<file path="config.mk">
export PLATFORM = sky130hd
export DESIGN_NAME = bus_turnaround_arbiter_flat
export DESIGN_NICKNAME = d
export VERILOG_FILES = /design/src/rtl/bus_turnaround_arbiter_pkg.sv /design/src/rtl/bus_turnaround_arbiter_if.sv /design/src/rtl/bus_turnaround_arbiter_rr_pick.sv /design/src/rtl/bus_turnaround_arbiter.sv /design/src/flat_wrapper.sv
export SDC_FILE = /design/constraint.sdc
export NUM_CORES = 1
export LEC_CHECK = 0
export BUFFER_PORTS_ARGS = -buffer_cell sky130_fd_sc_hd__buf_2
export CELL_PAD_IN_SITES_DETAIL_PLACEMENT = 2
export CELL_PAD_IN_SITES_GLOBAL_PLACEMENT = 2
export CORE_ASPECT_RATIO = 1.25
export CORE_MARGIN = 3
export CORE_UTILIZATION = 35
export CTS_BUF_LIST = sky130_fd_sc_hd__clkbuf_2
export CTS_CLUSTER_SIZE = 25
export DETAILED_ROUTE_END_ITERATION = 16
export GPL_TIMING_DRIVEN = 0
export PLACE_DENSITY = 0.86
export SYNTH_ARGS = -nofsm -noshare
export SYNTH_HDL_FRONTEND = slang
export SYNTH_SLANG_ARGS = --single-unit
</file>
<file path="constraint.sdc">
create_clock -name clk -period 2 [get_ports clk]
set_clock_uncertainty 0.1 [all_clocks]
set_input_delay 0.4 -clock clk [delete_from_list [all_inputs] [get_ports clk]]
set_output_delay 0.4 -clock clk [all_outputs]
set_load 0.005 [all_outputs]
</file>
<file path="src/rtl/bus_turnaround_arbiter_pkg.sv">
// +------------------------------------------------------------------------+
// | bus_arb_pkg                                                             |
// | Shared types, default parameters and helpers for the bus arbiter.      |
// | Rev 1.0                                                                 |
// +------------------------------------------------------------------------+
`default_nettype none

package bus_arb_pkg;

    typedef enum logic [1:0] {
        IDLE  = 2'd0,
        GRANT = 2'd1,
        TURN  = 2'd2
    } arb_state_e;

    localparam int DEF_N_SRC    = 2;
    localparam int DEF_DEAD_CYC = 1;
    localparam int DEF_HOLD_MAX = 4;

    // Bit width needed to index 'value' items, never less than one bit
    function automatic int clog2_min1(input int value);
        return (value <= 2) ? 1 : $clog2(value);
    endfunction

endpackage

`default_nettype wire

</file>
<file path="src/rtl/bus_turnaround_arbiter_if.sv">
// +------------------------------------------------------------------------+
// | bus_arb_if                                                              |
// | Request/grant bundle between requesters and the turnaround arbiter.    |
// | Optional: ARB_LOCK_EN adds the 'lock' signal.                           |
// | Rev 1.0                                                                 |
// +------------------------------------------------------------------------+
`default_nettype none

interface bus_arb_if
    import bus_arb_pkg::*;
#(
    parameter int N_SRC = DEF_N_SRC
);
    localparam int SEL_W = clog2_min1(N_SRC);

    logic [N_SRC-1:0] req;
    logic [N_SRC-1:0] grant;
    logic [SEL_W-1:0] sel;
    logic             bus_busy;
    logic             turnaround;
`ifdef ARB_LOCK_EN
    logic             lock;

    modport master (input req, input lock, output grant, output sel,
                    output bus_busy, output turnaround);
    modport slave  (output req, output lock, input grant, input sel,
                    input bus_busy, input turnaround);
`else
    modport master (input req, output grant, output sel,
                    output bus_busy, output turnaround);
    modport slave  (output req, input grant, input sel,
                    input bus_busy, input turnaround);
`endif

endinterface

`default_nettype wire

</file>
<file path="src/rtl/bus_turnaround_arbiter_rr_pick.sv">
// +------------------------------------------------------------------------+
// | rr_pick                                                                 |
// | Rotating-priority encoder: first set request at or above rr_ptr.       |
// | Rev 1.0                                                                 |
// +------------------------------------------------------------------------+
`default_nettype none

module rr_pick #(
    parameter int N_SRC = 2,
    parameter int SEL_W = 1
) (
    input  wire logic [N_SRC-1:0] req,
    input  wire logic [SEL_W-1:0] rr_ptr,
    output logic                  found,
    output logic [SEL_W-1:0]      index
);

    always_comb begin
        found = 1'b0;
        index = '0;
        for (int i = 0; i < N_SRC; i++) begin
            int pos;
            pos = int'(rr_ptr) + i;
            if (pos >= N_SRC) pos = pos - N_SRC;
            if (!found && req[pos]) begin
                found = 1'b1;
                index = SEL_W'(pos);
            end
        end
    end

endmodule

`default_nettype wire

</file>
<file path="src/rtl/bus_turnaround_arbiter.sv">
// +------------------------------------------------------------------------+
// | bus_turnaround_arbiter                                                  |
// | Round-robin tristate-driver arbiter with dead cycles between owners.   |
// | Optional: ARB_LOCK_EN (lock input suppresses hold-time preemption).    |
// | Rev 1.0                                                                 |
// +------------------------------------------------------------------------+
`default_nettype none

module bus_turnaround_arbiter
    import bus_arb_pkg::*;
#(
    parameter int N_SRC    = DEF_N_SRC,
    parameter int DEAD_CYC = DEF_DEAD_CYC,
    parameter int HOLD_MAX = DEF_HOLD_MAX
) (
    input  wire logic  clk,
    input  wire logic  rst_n,
    bus_arb_if.master  bus
);

    localparam int SEL_W = clog2_min1(N_SRC);
    localparam int CNT_W = clog2_min1(((HOLD_MAX > DEAD_CYC) ? HOLD_MAX : DEAD_CYC) + 1);

    localparam logic [1:0]       ST_IDLE   = IDLE;
    localparam logic [1:0]       ST_GRANT  = GRANT;
    localparam logic [1:0]       ST_TURN   = TURN;
    localparam logic [CNT_W-1:0] C_HOLD_LAST = CNT_W'(HOLD_MAX - 1);
    localparam logic [CNT_W-1:0] C_DEAD_INIT = CNT_W'(DEAD_CYC - 1);

    logic [1:0]       r_state;
    logic [N_SRC-1:0] r_grant;
    logic [SEL_W-1:0] r_sel;
    logic             r_busy;
    logic             r_turn;
    logic [SEL_W-1:0] r_ptr;
    logic [CNT_W-1:0] r_hold;
    logic [CNT_W-1:0] r_dead;

    logic             w_found;
    logic [SEL_W-1:0] w_idx;
    logic [N_SRC-1:0] w_idx_onehot;
    logic             w_owner_req;
    logic             w_others;
    logic             w_locked;
    logic             w_release;
    logic [SEL_W-1:0] w_next_ptr;

    rr_pick #(
        .N_SRC (N_SRC),
        .SEL_W (SEL_W)
    ) u_rr_pick (
        .req    (bus.req),
        .rr_ptr (r_ptr),
        .found  (w_found),
        .index  (w_idx)
    );

    // Grant is one-hot at the owner while in GRANT, so it doubles as the owner mask
    assign w_idx_onehot = {{(N_SRC-1){1'b0}}, 1'b1} << w_idx;
    assign w_owner_req  = |(bus.req & r_grant);
    assign w_others     = |(bus.req & ~r_grant);
    assign w_next_ptr   = (r_sel == SEL_W'(N_SRC - 1)) ? '0 : r_sel + 1'b1;

`ifdef ARB_LOCK_EN
    assign w_locked = bus.lock & w_owner_req;
`else
    assign w_locked = 1'b0;
`endif

    assign w_release = !w_owner_req || (!w_locked && (r_hold == C_HOLD_LAST) && w_others);

    always_ff @(posedge clk or negedge rst_n) begin
        if (!rst_n) begin
            r_state <= ST_IDLE;
            r_grant <= '0;
            r_sel   <= '0;
            r_busy  <= 1'b0;
            r_turn  <= 1'b0;
            r_ptr   <= '0;
            r_hold  <= '0;
            r_dead  <= '0;
        end else begin
            case (r_state)
                ST_IDLE: begin
                    if (w_found) begin
                        r_state <= ST_GRANT;
                        r_grant <= w_idx_onehot;
                        r_sel   <= w_idx;
                        r_busy  <= 1'b1;
                        r_hold  <= '0;
                    end
                end
                ST_GRANT: begin
                    if (w_release) begin
                        r_state <= ST_TURN;
                        r_grant <= '0;
                        r_busy  <= 1'b0;
                        r_turn  <= 1'b1;
                        r_ptr   <= w_next_ptr;
                        r_dead  <= C_DEAD_INIT;
                    end else if (!w_locked && (r_hold != C_HOLD_LAST)) begin
                        r_hold <= r_hold + 1'b1;
                    end
                end
                ST_TURN: begin
                    // Requests are only looked at on the final dead cycle
                    if (r_dead == '0) begin
                        r_turn <= 1'b0;
                        if (w_found) begin
                            r_state <= ST_GRANT;
                            r_grant <= w_idx_onehot;
                            r_sel   <= w_idx;
                            r_busy  <= 1'b1;
                            r_hold  <= '0;
                        end else begin
                            r_state <= ST_IDLE;
                        end
                    end else begin
                        r_dead <= r_dead - 1'b1;
                    end
                end
                default: begin
                    r_state <= ST_IDLE;
                    r_grant <= '0;
                    r_busy  <= 1'b0;
                    r_turn  <= 1'b0;
                end
            endcase
        end
    end

    assign bus.grant      = r_grant;
    assign bus.sel        = r_sel;
    assign bus.bus_busy   = r_busy;
    assign bus.turnaround = r_turn;

endmodule

`default_nettype wire

</file>
<file path="src/flat_wrapper.sv">
// flat-port wrapper written by rule: the top's interface ports become plain ports
module bus_turnaround_arbiter_flat import bus_arb_pkg::*;
#(
    parameter int N_SRC    = DEF_N_SRC,
    parameter int DEAD_CYC = DEF_DEAD_CYC,
    parameter int HOLD_MAX = DEF_HOLD_MAX
)
  (clk, rst_n, bus_req, bus_grant, bus_sel, bus_bus_busy, bus_turnaround);
  bus_arb_if #(.N_SRC(N_SRC)) bus_i ();
  input  wire logic clk;
  input  wire logic rst_n;
  input wire logic [$bits(bus_i.req)-1:0] bus_req;
  output wire logic [$bits(bus_i.grant)-1:0] bus_grant;
  output wire logic [$bits(bus_i.sel)-1:0] bus_sel;
  output wire logic [$bits(bus_i.bus_busy)-1:0] bus_bus_busy;
  output wire logic [$bits(bus_i.turnaround)-1:0] bus_turnaround;
  assign bus_i.req = bus_req;
  assign bus_grant = bus_i.grant;
  assign bus_sel = bus_i.sel;
  assign bus_bus_busy = bus_i.bus_busy;
  assign bus_turnaround = bus_i.turnaround;
  bus_turnaround_arbiter #(.N_SRC(N_SRC), .DEAD_CYC(DEAD_CYC), .HOLD_MAX(HOLD_MAX)) u_core (.clk(clk), .rst_n(rst_n), .bus(bus_i));
endmodule
</file>
==> results.py, run 1 <==
metrics = {
    "setup_path": {
        "timing_worst_setup_path_type": "reg -> reg",
        "timing.critical_path.to": "u_core.bus.bus_busy",
        "setup.worst_path.start": "u_core.r_hold[0]",
        "critical-path-top-delay-family": "adder cells",
        "r2r_start": "u_core.r_hold[0]",
        "worst_ep_required_time_ns": 2.10,
        "worst-path-buf-inv": 1,
        "timing.critical_path.cells": "ha_1, ha_1, o32ai_2, buf_2, a211oi_1, o32a_1",
        "timing.reg2reg.setup_slack_ns": 0.19,
        "critical-path-slowest-cell": "dfrtp_1",
        "timing.critical_path.arrival_ns": 1.91,
        "worst_r2r_path_depth": 6,
        "timing.rr.end": "u_core.bus.bus_busy",
        "setup.worst_path.end_class": "flip-flop",
        "timing.critical_path.from_type": "flip-flop",
        "path_max_fanout": 10,
        "critical_path.max_stage_delay_ns": 0.42,
        "timing.critical_path.depth": 6,
        "crit_top_cell": "ha_1",
    },
    "layout": {
        "final_design_area_no_fill_sq_um": 1000,
        "area_growth_syn_to_layout_pct": 13.0,
        "final_layout_size_suffix_gt1_share_pct": 20.4,
        "post_layout_nonfiller_instances": 134,
        "num_antenna_cells": 0,
        "layout.filler_cells": 267,
        "layout.nets": 117,
    },
    "timing": {
        "post-route-worst-setup-slack_ns": 0.195,
        "timing_worst_slew_pin_value_ns": 0.527,
        "hold_violations": 0,
        "setup_total_neg_slack_ns": 0,
        "timing.final.crit_share_pct": 90.3,
        "rsz_0062_raised_after_global_routing": "false",
        "max-slew-margin-rel_pct": 64.9,
        "fmaxAchievable_ghz": 0.554,
        "finalSetupViolations": 0,
        "slew_violations": 0,
        "finalCriticalPeriod_ns": 1.81,
    },
    "grt": {
        "pin_count_of_the_biggest_net_entering_global_routing": 15,
        "gr-usage-all-layers_pct": 16.4,
        "grt_pass1_vias": 809,
        "grt-ovfl-total": 0,
        "grt_antenna_before_repair": 0,
        "grt_first_pass_wirelength_mm": 3.86,
    },
    "floorplan": {
        "die_height_um": 62.2,
        "core-area_sq_um": 2310,
        "initial_core_util_pct": 38.4,
        "placementRows": 19,
        "floorplan.die_area_sq_um": 3170,
        "chipWidth_um": 51.0,
        "io-pin-count": 9,
    },
    "clock_network": {
        "root_buffer_master": "clkbuf_2",
        "worst_skew_pair.late_latency_ns": 0.30,
        "maximum_count_of_clock_buffers_along_a_single_path": 2,
        "htree_num_levels": 1,
        "numCtsBuffers": 3,
        "tritoncts": "yes",
        "clkTransAtPathRegs_ns": 0.14,
        "clk_sinks": 14,
    },
    "drt": {
        "total_detailed_routing_wirelength_mm": 2.15,
        "num_vias": 721,
        "drtPass1Iterations": 4,
        "antenna_left": 0,
        "drc": 0,
        "avgRoutedWirePerCell_um": 16.1,
        "route.detailed.vias_per_inst": 5.38,
        "detailedRoute.firstIterationViolations": 10,
    },
    "logic_synthesis": {
        "synth_warn": 0,
        "post_synth_num_cell_types": 30,
        "syn-instance-count": 90,
        "postSynthRegisterBits": 14,
        "mappedNetlistArea_sq_um": 886,
        "postSynthAreaPerCell_sq_um": 9.84,
        "synthesis.nets": 103,
        "seq_area_frac_synth_pct": 39.5,
    },
    "placement": {
        "io_buffers": 8,
        "detailed_place_hpwl_mm": 1.66,
        "place_inst": 129,
        "dp_slack_ns": 0.173,
        "placed_area_sq_um": 965,
        "gp_congestion": 0.711,
    },
    "pwr": {
        "ir_worst_vdd_mv": 0.478,
        "sequentialPowerShare_pct": 34.9,
        "power_density_nw_per_um2": 1270,
        "p_int_w": 0.000704,
        "switchingPower_w": 0.000565,
        "sw_frac_of_total_pct": 44.5,
        "static_leak_nw": 0.456,
        "p_comb_share_pct": 53.6,
        "clock_power_share_pct": 11.5,
    },
    "run": {
        "drv_cap": 0,
    },
    "outcome": {
        "status": "finished, final reports clean",
    },
    "worst_hold_path": {
        "timing.hold.worst.class": "reg -> reg",
    },
}
-- cell usage after synthesis --
library cell	n	share of area, %
inv_1	12	5.1
a21boi_0	1	0.85
and2_1	1	0.71
a211oi_1	2	1.7
o21bai_1	1	0.85
nor2_1	3	1.3
a21oi_1	6	3.4
a32o_1	3	3.4
nor2b_1	3	2.1
a22oi_2	1	1.4
ha_1	9	13
o22ai_1	5	3.5
dfrtp_1	14	40
buf_6	1	1.3
nand3b_1	1	0.85
a211oi_2	1	1.4
buf_2	2	1.1
nor2_2	1	0.71
nand4_1	1	0.71
o21a_1	2	1.7
nand2_1	3	1.3
nor3_1	1	0.56
o21ai_0	4	2.3
nand2b_1	4	2.8
clkbuf_1	1	0.42
o32ai_2	2	3.7
o32a_1	2	2.3
a22o_1	1	0.99
o31ai_1	1	0.85
nand3_1	1	0.56
-- metal layers --
layer	up-vias	part of all wire (%)	global-route usage (%)
met5	-	0	0
met4	0	3.1	10.1
met3	5	2.5	2.15
met2	12	54	29.8
met1	357	40	17.1
li1	347	-	-
-- power groups by stage --
| stage | clock (W) | sequential [W] | combinational, W |
|---|---|---|---|
| CTS | 0.000156 | 0.000446 | 0.000684 |
| detailed placement | 0 | 0.000452 | 0.000679 |
| floorplan | 0 | 0.000441 | 0.000480 |
| global placement | 0 | 0.000443 | 0.000641 |
| global route | 0.000169 | 0.000462 | 0.000777 |
| finish | 0.000146 | 0.000443 | 0.000679 |
-- registers in the layout (all words and copies together), names as in the netlist --
signal and count:
u_core.r_hold 3, u_core.bus.sel 1, u_core.bus.turnaround 1, u_core.r_state 2, u_core.bus.bus_busy 1, u_core.r_dead 3
u_core.r_ptr 1, u_core.bus.grant 2
-- per-stage QoR --
step | power [W] | hold slack [ns] | utilization, %
final | 0.00127 | 0.395 | 43.4
after global routing | 0.00141 | 0.439 | 43.4
after CTS | 0.00129 | 0.391 | 43.1
after detailed placement | 0.00113 | 0.220 | 41.8
after global placement | 0.00108 | 0.212 | 41.8
after floorplan | 0.000921 | 0.00441 | -
-- layout by cell type, fill, tap and decap left out, types with 3 or more instances in the layout --
master    synthesis  final
a32o_1            3      3
nor2b_1           3      3
nand2_1           3      3
o22ai_1           5      5
buf_2             2     10
nand2b_1          4      4
clkbuf_2          0      3
a21oi_1           6      4
dfrtp_1          14     14
o21ai_0           4      4
ha_1              9      9
nor2_1            3      3
inv_1            12     12
-- cell type report --
class                           count  area (sq um)  share of cell area, %
Tap cell                           31          38.8                   3.88
Inverter                           12          45.0                   4.50
Clock inverter                      1          3.75                  0.375
Sequential cell                    14           350                   35.0
Timing Repair Buffer                9          50.0                   5.00
Clock buffer                        3          15.0                   1.50
Multi-Input combinational cell     60           473                   47.3
Buffer                              4          25.0                   2.50
-- cell families (layout without fill, tap and decap cells) --
kind of cell | count (synthesis) | in the layout | synth area share [%]
flops | 14 | 14 | 39.5
fa+ha+maj | 9 | 9 | 12.7
compound gates | 32 | 32 | 28.2
buf+inv | 16 | 29 | 7.91
simple gates | 19 | 19 | 11.6
-- repair_timing --
action                                 4_1_cts  5_1_grt
setup buffers                                0        0
endpoints found under the hold margin       14        0
setup endpoints to repair                    0        3
resized for setup                            0        2
hold buffers                                 1        0
-- worst min path at each step --
stage	from	end	slack, ns	cells after the start
2_1_floorplan	rst_n	u_core.bus.bus_busy	0.004	0
3_3_place_gp	rst_n	u_core.r_hold[2]	0.21	1
3_5_place_dp	rst_n	u_core.r_hold[2]	0.22	1
4_1_cts	rst_n	u_core.bus.grant[0]	0.39	2
5_1_grt	rst_n	u_core.r_state[0]	0.44	2
6_report	u_core.bus.sel	u_core.r_ptr	0.39	1
No activity file was read; power rests on OpenSTA's default activity.
==> inputs of run 2 (changes only) <==
Settings changed: CORE_MARGIN 3 to 5.
==> run 2 against run 1 <==
Final area decreased by 0.87%. Critical path type unchanged. Clock-buffer cell count stayed put. Total power fell by 1.4%. Final cell count increased by 0.75%. Critical path depth is 1 higher. Wire length increased by 0.60%. Largest power group unchanged.
==> results.py, run 2 (synthesis gave the netlist of run 1 again) <==
metrics = {
    "drt": {
        "drtPass1Iterations": 3,
        "route.detailed.vias_per_inst": 5.48,
        "detailedRoute.firstIterationViolations": 3,
        "num_vias": 740,
        "total_detailed_routing_wirelength_mm": 2.17,
        "avgRoutedWirePerCell_um": 16.0,
        "drc": 0,
        "antenna_left": 0,
    },
    "clock_network": {
        "htree_num_levels": 1,
        "worst_skew_pair.late_latency_ns": 0.28,
        "root_buffer_master": "clkbuf_2",
        "maximum_count_of_clock_buffers_along_a_single_path": 2,
        "clkTransAtPathRegs_ns": 0.13,
        "number_of_buffers_inserted_by_post_cts_setup_repair": 0,
        "numCtsBuffers": 3,
        "clk_sinks": 14,
        "tritoncts": "yes",
    },
    "grt": {
        "grt-ovfl-total": 0,
        "pin_count_of_the_biggest_net_entering_global_routing": 15,
        "grt_pass1_vias": 851,
        "gr-usage-all-layers_pct": 14.1,
        "grt_antenna_before_repair": 0,
        "grt_first_pass_wirelength_mm": 3.71,
    },
    "timing": {
        "fmaxAchievable_ghz": 0.555,
        "setup_total_neg_slack_ns": 0,
        "rsz_0062_raised_after_global_routing": "false",
        "finalCriticalPeriod_ns": 1.80,
        "timing_worst_slew_pin_value_ns": 0.498,
        "finalSetupViolations": 0,
        "hold_violations": 0,
        "timing.hold.ws_ns": 0.403,
        "max-slew-margin-rel_pct": 66.8,
        "slew_violations": 0,
        "timing.final.crit_share_pct": 90.1,
    },
    "setup_path": {
        "path_max_fanout": 9,
        "worst_ep_required_time_ns": 2.12,
        "timing.rr.end": "u_core.bus.grant[1]",
        "r2r_start": "u_core.r_state[0]",
        "setup.worst_path.end_class": "flip-flop",
        "worst_r2r_path_depth": 7,
        "timing.critical_path.arrival_ns": 1.92,
        "timing.reg2reg.setup_slack_ns": 0.20,
        "timing.critical_path.from_type": "flip-flop",
        "timing_worst_setup_path_type": "reg -> reg",
    },
    "worst_hold_path": {
        "worstHoldEndpoint": "u_core.r_ptr",
        "timing.hold.worst.class": "reg -> reg",
        "hold_start": "u_core.bus.sel",
        "holdPathStages": 1,
    },
    "floorplan": {
        "floorplan.die_area_sq_um": 3640,
        "die_height_um": 66.2,
        "initial_core_util_pct": 36.5,
        "placementRows": 20,
        "io-pin-count": 9,
        "core-area_sq_um": 2430,
        "chipWidth_um": 55.0,
    },
    "layout": {
        "most_common_cell_after_layout_fill_and_taps_aside": "dfrtp_1",
        "layout.filler_cells": 286,
        "final_layout_size_suffix_gt1_share_pct": 18.6,
        "num_antenna_cells": 0,
        "area_growth_syn_to_layout_pct": 12.0,
        "layout.nets": 117,
        "final_cell_mix": "dfrtp_1, inv_1, buf_2",
        "reg.largest.list": "u_core.r_dead (3), u_core.r_hold (3)",
    },
    "placement": {
        "gp_congestion": 0.673,
        "detailed_place_hpwl_mm": 1.75,
        "io_buffers": 8,
    },
    "outcome": {
        "status": "finished, final reports clean",
    },
    "pwr": {
        "ir_worst_vdd_mv": 0.584,
        "static_leak_nw": 0.454,
        "power_density_nw_per_um2": 1260,
    },
    "run": {
        "drv_cap": 0,
    },
}
==> run 2: cell count changes in the layout (fill, tap and decap cells not counted) <==
cell / delta
a21oi_1: +2
a21oi_2: -2
clkinv_1: -1
==> run 2: worst max-delay path, cell delays in order, from the launching register on <==
cell	delay (ns)
dfrtp_1	0.42
inv_1	0.10
ha_1	0.20
buf_2	0.17
nand2b_1	0.16
a21oi_1	0.34
nand2_1	0.13
o22ai_1	0.14
==> run 2: layout make-up <==
type	count	area [sq um]	share of cell area (%)
plain buffers	4	25.0	2.52
multi-input cells	60	465	46.9
repair buffers	9	50.0	5.04
flip-flops and latches	14	350	35.3
inverters	12	45.0	4.54
clock buffers	3	15.0	1.51
well taps	33	41.3	4.16
==> run 2: report_power, final <==
part	internal [W]	switching [W]
Sequential	0.000372	0.0000739
Clock	0.0000409	0.0000872
Combinational	0.000285	0.000392
==> run 2: metal layers <==
metal | global-route usage (%) | vias to the layer above | share of wire [%]
li1 | - | 347 | -
met5 | 0 | - | 0
met4 | 7.90 | 0 | 2.8
met3 | 2.03 | 7 | 2.2
met1 | 14.4 | 374 | 41
met2 | 25.9 | 12 | 54
==> run 2: timing repair <==
| action | CTS | global route |
|---|---|---|
| hold endpoints to repair | 14 | 0 |
| resized for setup | 0 | 0 |
| hold buffers | 1 | 0 |
==> run 2: worst max-delay path by stage <==
stage | startpoint | to
finish | u_core.r_state[0] | u_core.bus.grant[1]
global route | u_core.r_state[0] | u_core.bus.grant[1]
CTS | u_core.r_state[0] | u_core.bus.grant[1]
detailed placement | u_core.r_hold[0] | u_core.bus.bus_busy
global placement | u_core.r_hold[0] | u_core.bus.bus_busy
floorplan | u_core.r_hold[0] | u_core.bus.bus_busy
==> run 2: stage by stage <==
| stage | util [%] | instance area [sq um] | total power, W | setup slack (ns) | instances |
|---|---|---|---|---|---|
| 2_1_floorplan | - | 886 | 0.000921 | 0.395 | 90 |
| 5_1_grt | 40.9 | 992 | 0.00137 | 0.0260 | 135 |
| 6_report | 40.9 | 992 | 0.00125 | 0.197 | 135 |
| 3_3_place_gp | 39.8 | 967 | 0.00108 | 0.251 | 131 |
| 4_1_cts | 40.9 | 992 | 0.00128 | 0.148 | 135 |
| 3_5_place_dp | 39.8 | 967 | 0.00114 | 0.168 | 131 |
==> inputs of run 3 (changes only) <==
Settings changed: RECOVER_POWER set to 25.
Clock period 2 ns to 1.85 ns, I/O delays scaled along.
==> run 3 against run 2 <==
First-iteration DRC count down 67%. Setup slack worse by 0.071 ns. Maximum frequency up 4.6%. Clock power up 9%. Sequential power up 7.8%. Critical path depth down 1. Register-to-register slack worse by 0.07 ns. Final area up 2.6%. Critical path type unchanged. Wire length up 2.1%. Non-clock buffer count unchanged.
==> results.py, run 3 (synthesis gave the netlist of run 1 again) <==
metrics = {
    "outcome": {
        "status": "finished, final reports clean",
    },
    "setup_path": {
        "r2r_start": "u_core.r_hold[0]",
        "timing_worst_setup_path_type": "reg -> reg",
        "timing.critical_path.from_type": "flip-flop",
        "timing.reg2reg.setup_slack_ns": 0.13,
        "worst_ep_required_time_ns": 1.93,
        "setup.worst_path.start": "u_core.r_hold[0]",
        "setup.worst_path.end_class": "flip-flop",
        "timing.critical_path.arrival_ns": 1.80,
        "path_max_fanout": 10,
    },
    "pwr": {
        "p_int_w": 0.000777,
        "power_density_nw_per_um2": 1370,
        "static_leak_nw": 0.455,
        "clock_power_share_pct": 9.9,
        "p_comb_share_pct": 55.6,
        "switchingPower_w": 0.000619,
        "sw_frac_of_total_pct": 44.3,
        "sequentialPowerShare_pct": 34.5,
        "ir_worst_vdd_mv": 0.590,
    },
    "drt": {
        "drtPass1Iterations": 3,
        "detailedRoute.firstIterationViolations": 1,
        "route.detailed.vias_per_inst": 5.48,
        "antenna_left": 0,
        "drc": 0,
        "avgRoutedWirePerCell_um": 16.4,
        "num_vias": 740,
        "total_detailed_routing_wirelength_mm": 2.21,
    },
    "timing": {
        "max-slew-margin-rel_pct": 46.2,
        "slew_violations": 0,
        "post-route-worst-setup-slack_ns": 0.127,
        "fmaxAchievable_ghz": 0.580,
        "finalCriticalPeriod_ns": 1.72,
        "timing.final.crit_share_pct": 93.1,
        "timing_worst_slew_pin_value_ns": 0.807,
        "finalSetupViolations": 0,
        "hold_violations": 0,
        "setup_total_neg_slack_ns": 0,
    },
    "clock_network": {
        "tritoncts": "yes",
        "number_of_buffers_inserted_by_post_cts_setup_repair": 0,
        "htree_num_levels": 1,
        "worst_skew_pair.late_latency_ns": 0.28,
        "root_buffer_master": "clkbuf_2",
        "clkTransAtPathRegs_ns": 0.13,
        "clk_sinks": 14,
        "maximum_count_of_clock_buffers_along_a_single_path": 2,
        "numCtsBuffers": 3,
    },
    "floorplan": {
        "die_height_um": 66.2,
        "floorplan.die_area_sq_um": 3640,
        "placementRows": 20,
        "initial_core_util_pct": 36.5,
        "chipWidth_um": 55.0,
        "core-area_sq_um": 2430,
        "io-pin-count": 9,
    },
    "layout": {
        "final_cell_mix": "dfrtp_1, inv_1, buf_2",
        "reg.largest.list": "u_core.r_dead (3), u_core.r_hold (3)",
        "layout.nets": 117,
        "area_growth_syn_to_layout_pct": 15.0,
        "num_antenna_cells": 0,
        "layout.core_utilization_pct": 42.0,
        "final_layout_size_suffix_gt1_share_pct": 23.5,
        "most_common_cell_after_layout_fill_and_taps_aside": "dfrtp_1",
    },
    "worst_hold_path": {
        "hold_start": "u_core.bus.sel",
        "timing.hold.worst.class": "reg -> reg",
    },
    "grt": {
        "grt_antenna_before_repair": 0,
        "grt_pass1_vias": 851,
        "grt-ovfl-total": 0,
        "pin_count_of_the_biggest_net_entering_global_routing": 15,
        "gr-usage-all-layers_pct": 14.0,
        "grt_first_pass_wirelength_mm": 3.70,
    },
    "placement": {
        "io_buffers": 8,
        "gp_congestion": 0.673,
        "detailed_place_hpwl_mm": 1.75,
        "dp_slack_ns": 0.0183,
    },
    "run": {
        "drv_cap": 0,
    },
}
==> run 3: cell types whose count changed in the layout (fill, tap and decap cells not counted) <==
cell      change
clkbuf_2      +1
a21oi_4       +1
ha_1          -2
ha_2          +2
buf_2         -2
clkbuf_4      +1
a21oi_1       -3
a21oi_2       +2
==> run 3: what timing repair did <==
action,4_1_cts,5_1_grt
endpoints found under the setup margin,1,11
endpoints found under the hold margin,14,0
gates resized for setup,1,8
pin swaps,0,0
hold buffers,1,0
==> run 3: routing by layer <==
| metal | track usage [%] | share of wire, % | up-vias |
|---|---|---|---|
| met5 | 0 | 0 | - |
| met4 | 7.90 | 2.7 | 0 |
| met3 | 2.03 | 2.2 | 7 |
| met2 | 25.4 | 55 | 10 |
| met1 | 14.5 | 40 | 373 |
| li1 | - | - | 350 |
==> run 3: path summary, 6_finish.rpt <==
check	to	cells after the start
max	u_core.bus.grant[1]	6
min	u_core.r_ptr	1
max reg2reg	u_core.bus.grant[1]	6
min reg2reg	u_core.r_ptr	1
max in group asynchronous	u_core.r_hold[0]	2
min in group asynchronous	u_core.bus.turnaround	2
==> run 3: metrics by stage <==
stage                     instance area (sq um)  total power (W)  hold WS, ns  cells
after floorplan                             886         0.000996      -0.0256     90
after global placement                      967          0.00117        0.182    131
after detailed placement                    967          0.00124        0.191    131
after CTS                                   996          0.00139        0.401    135
after global routing                       1020          0.00153        0.440    135
final                                      1020          0.00140        0.397    135
==> run 3: cell type report <==
type / count / area [sq um]
inverters: 12 / 45.0
repair buffers: 9 / 48.8
fillers: 283 / 1410
well taps: 33 / 41.3
clock buffers: 3 / 15.0
flip-flops and latches: 14 / 350
plain buffers: 4 / 28.8
multi-input cells: 60 / 489
==> run 3: worst max-delay path, cell delays in order (launching register included) <==
cell	delay (ns)
dfrtp_1	0.40
ha_1	0.17
ha_2	0.23
o32ai_2	0.09
clkbuf_4	0.21
a211oi_2	0.31
o22ai_1	0.12
==> run 3: power by group through the flow <==
stage / logic (W) / registers (W) / clock network, W
floorplan: 0.000519 / 0.000477 / 0
global placement: 0.000692 / 0.000478 / 0
detailed placement: 0.000743 / 0.000492 / 0
CTS: 0.000758 / 0.000485 / 0.000146
global route: 0.000871 / 0.000498 / 0.000157
finish: 0.000776 / 0.000481 / 0.000139
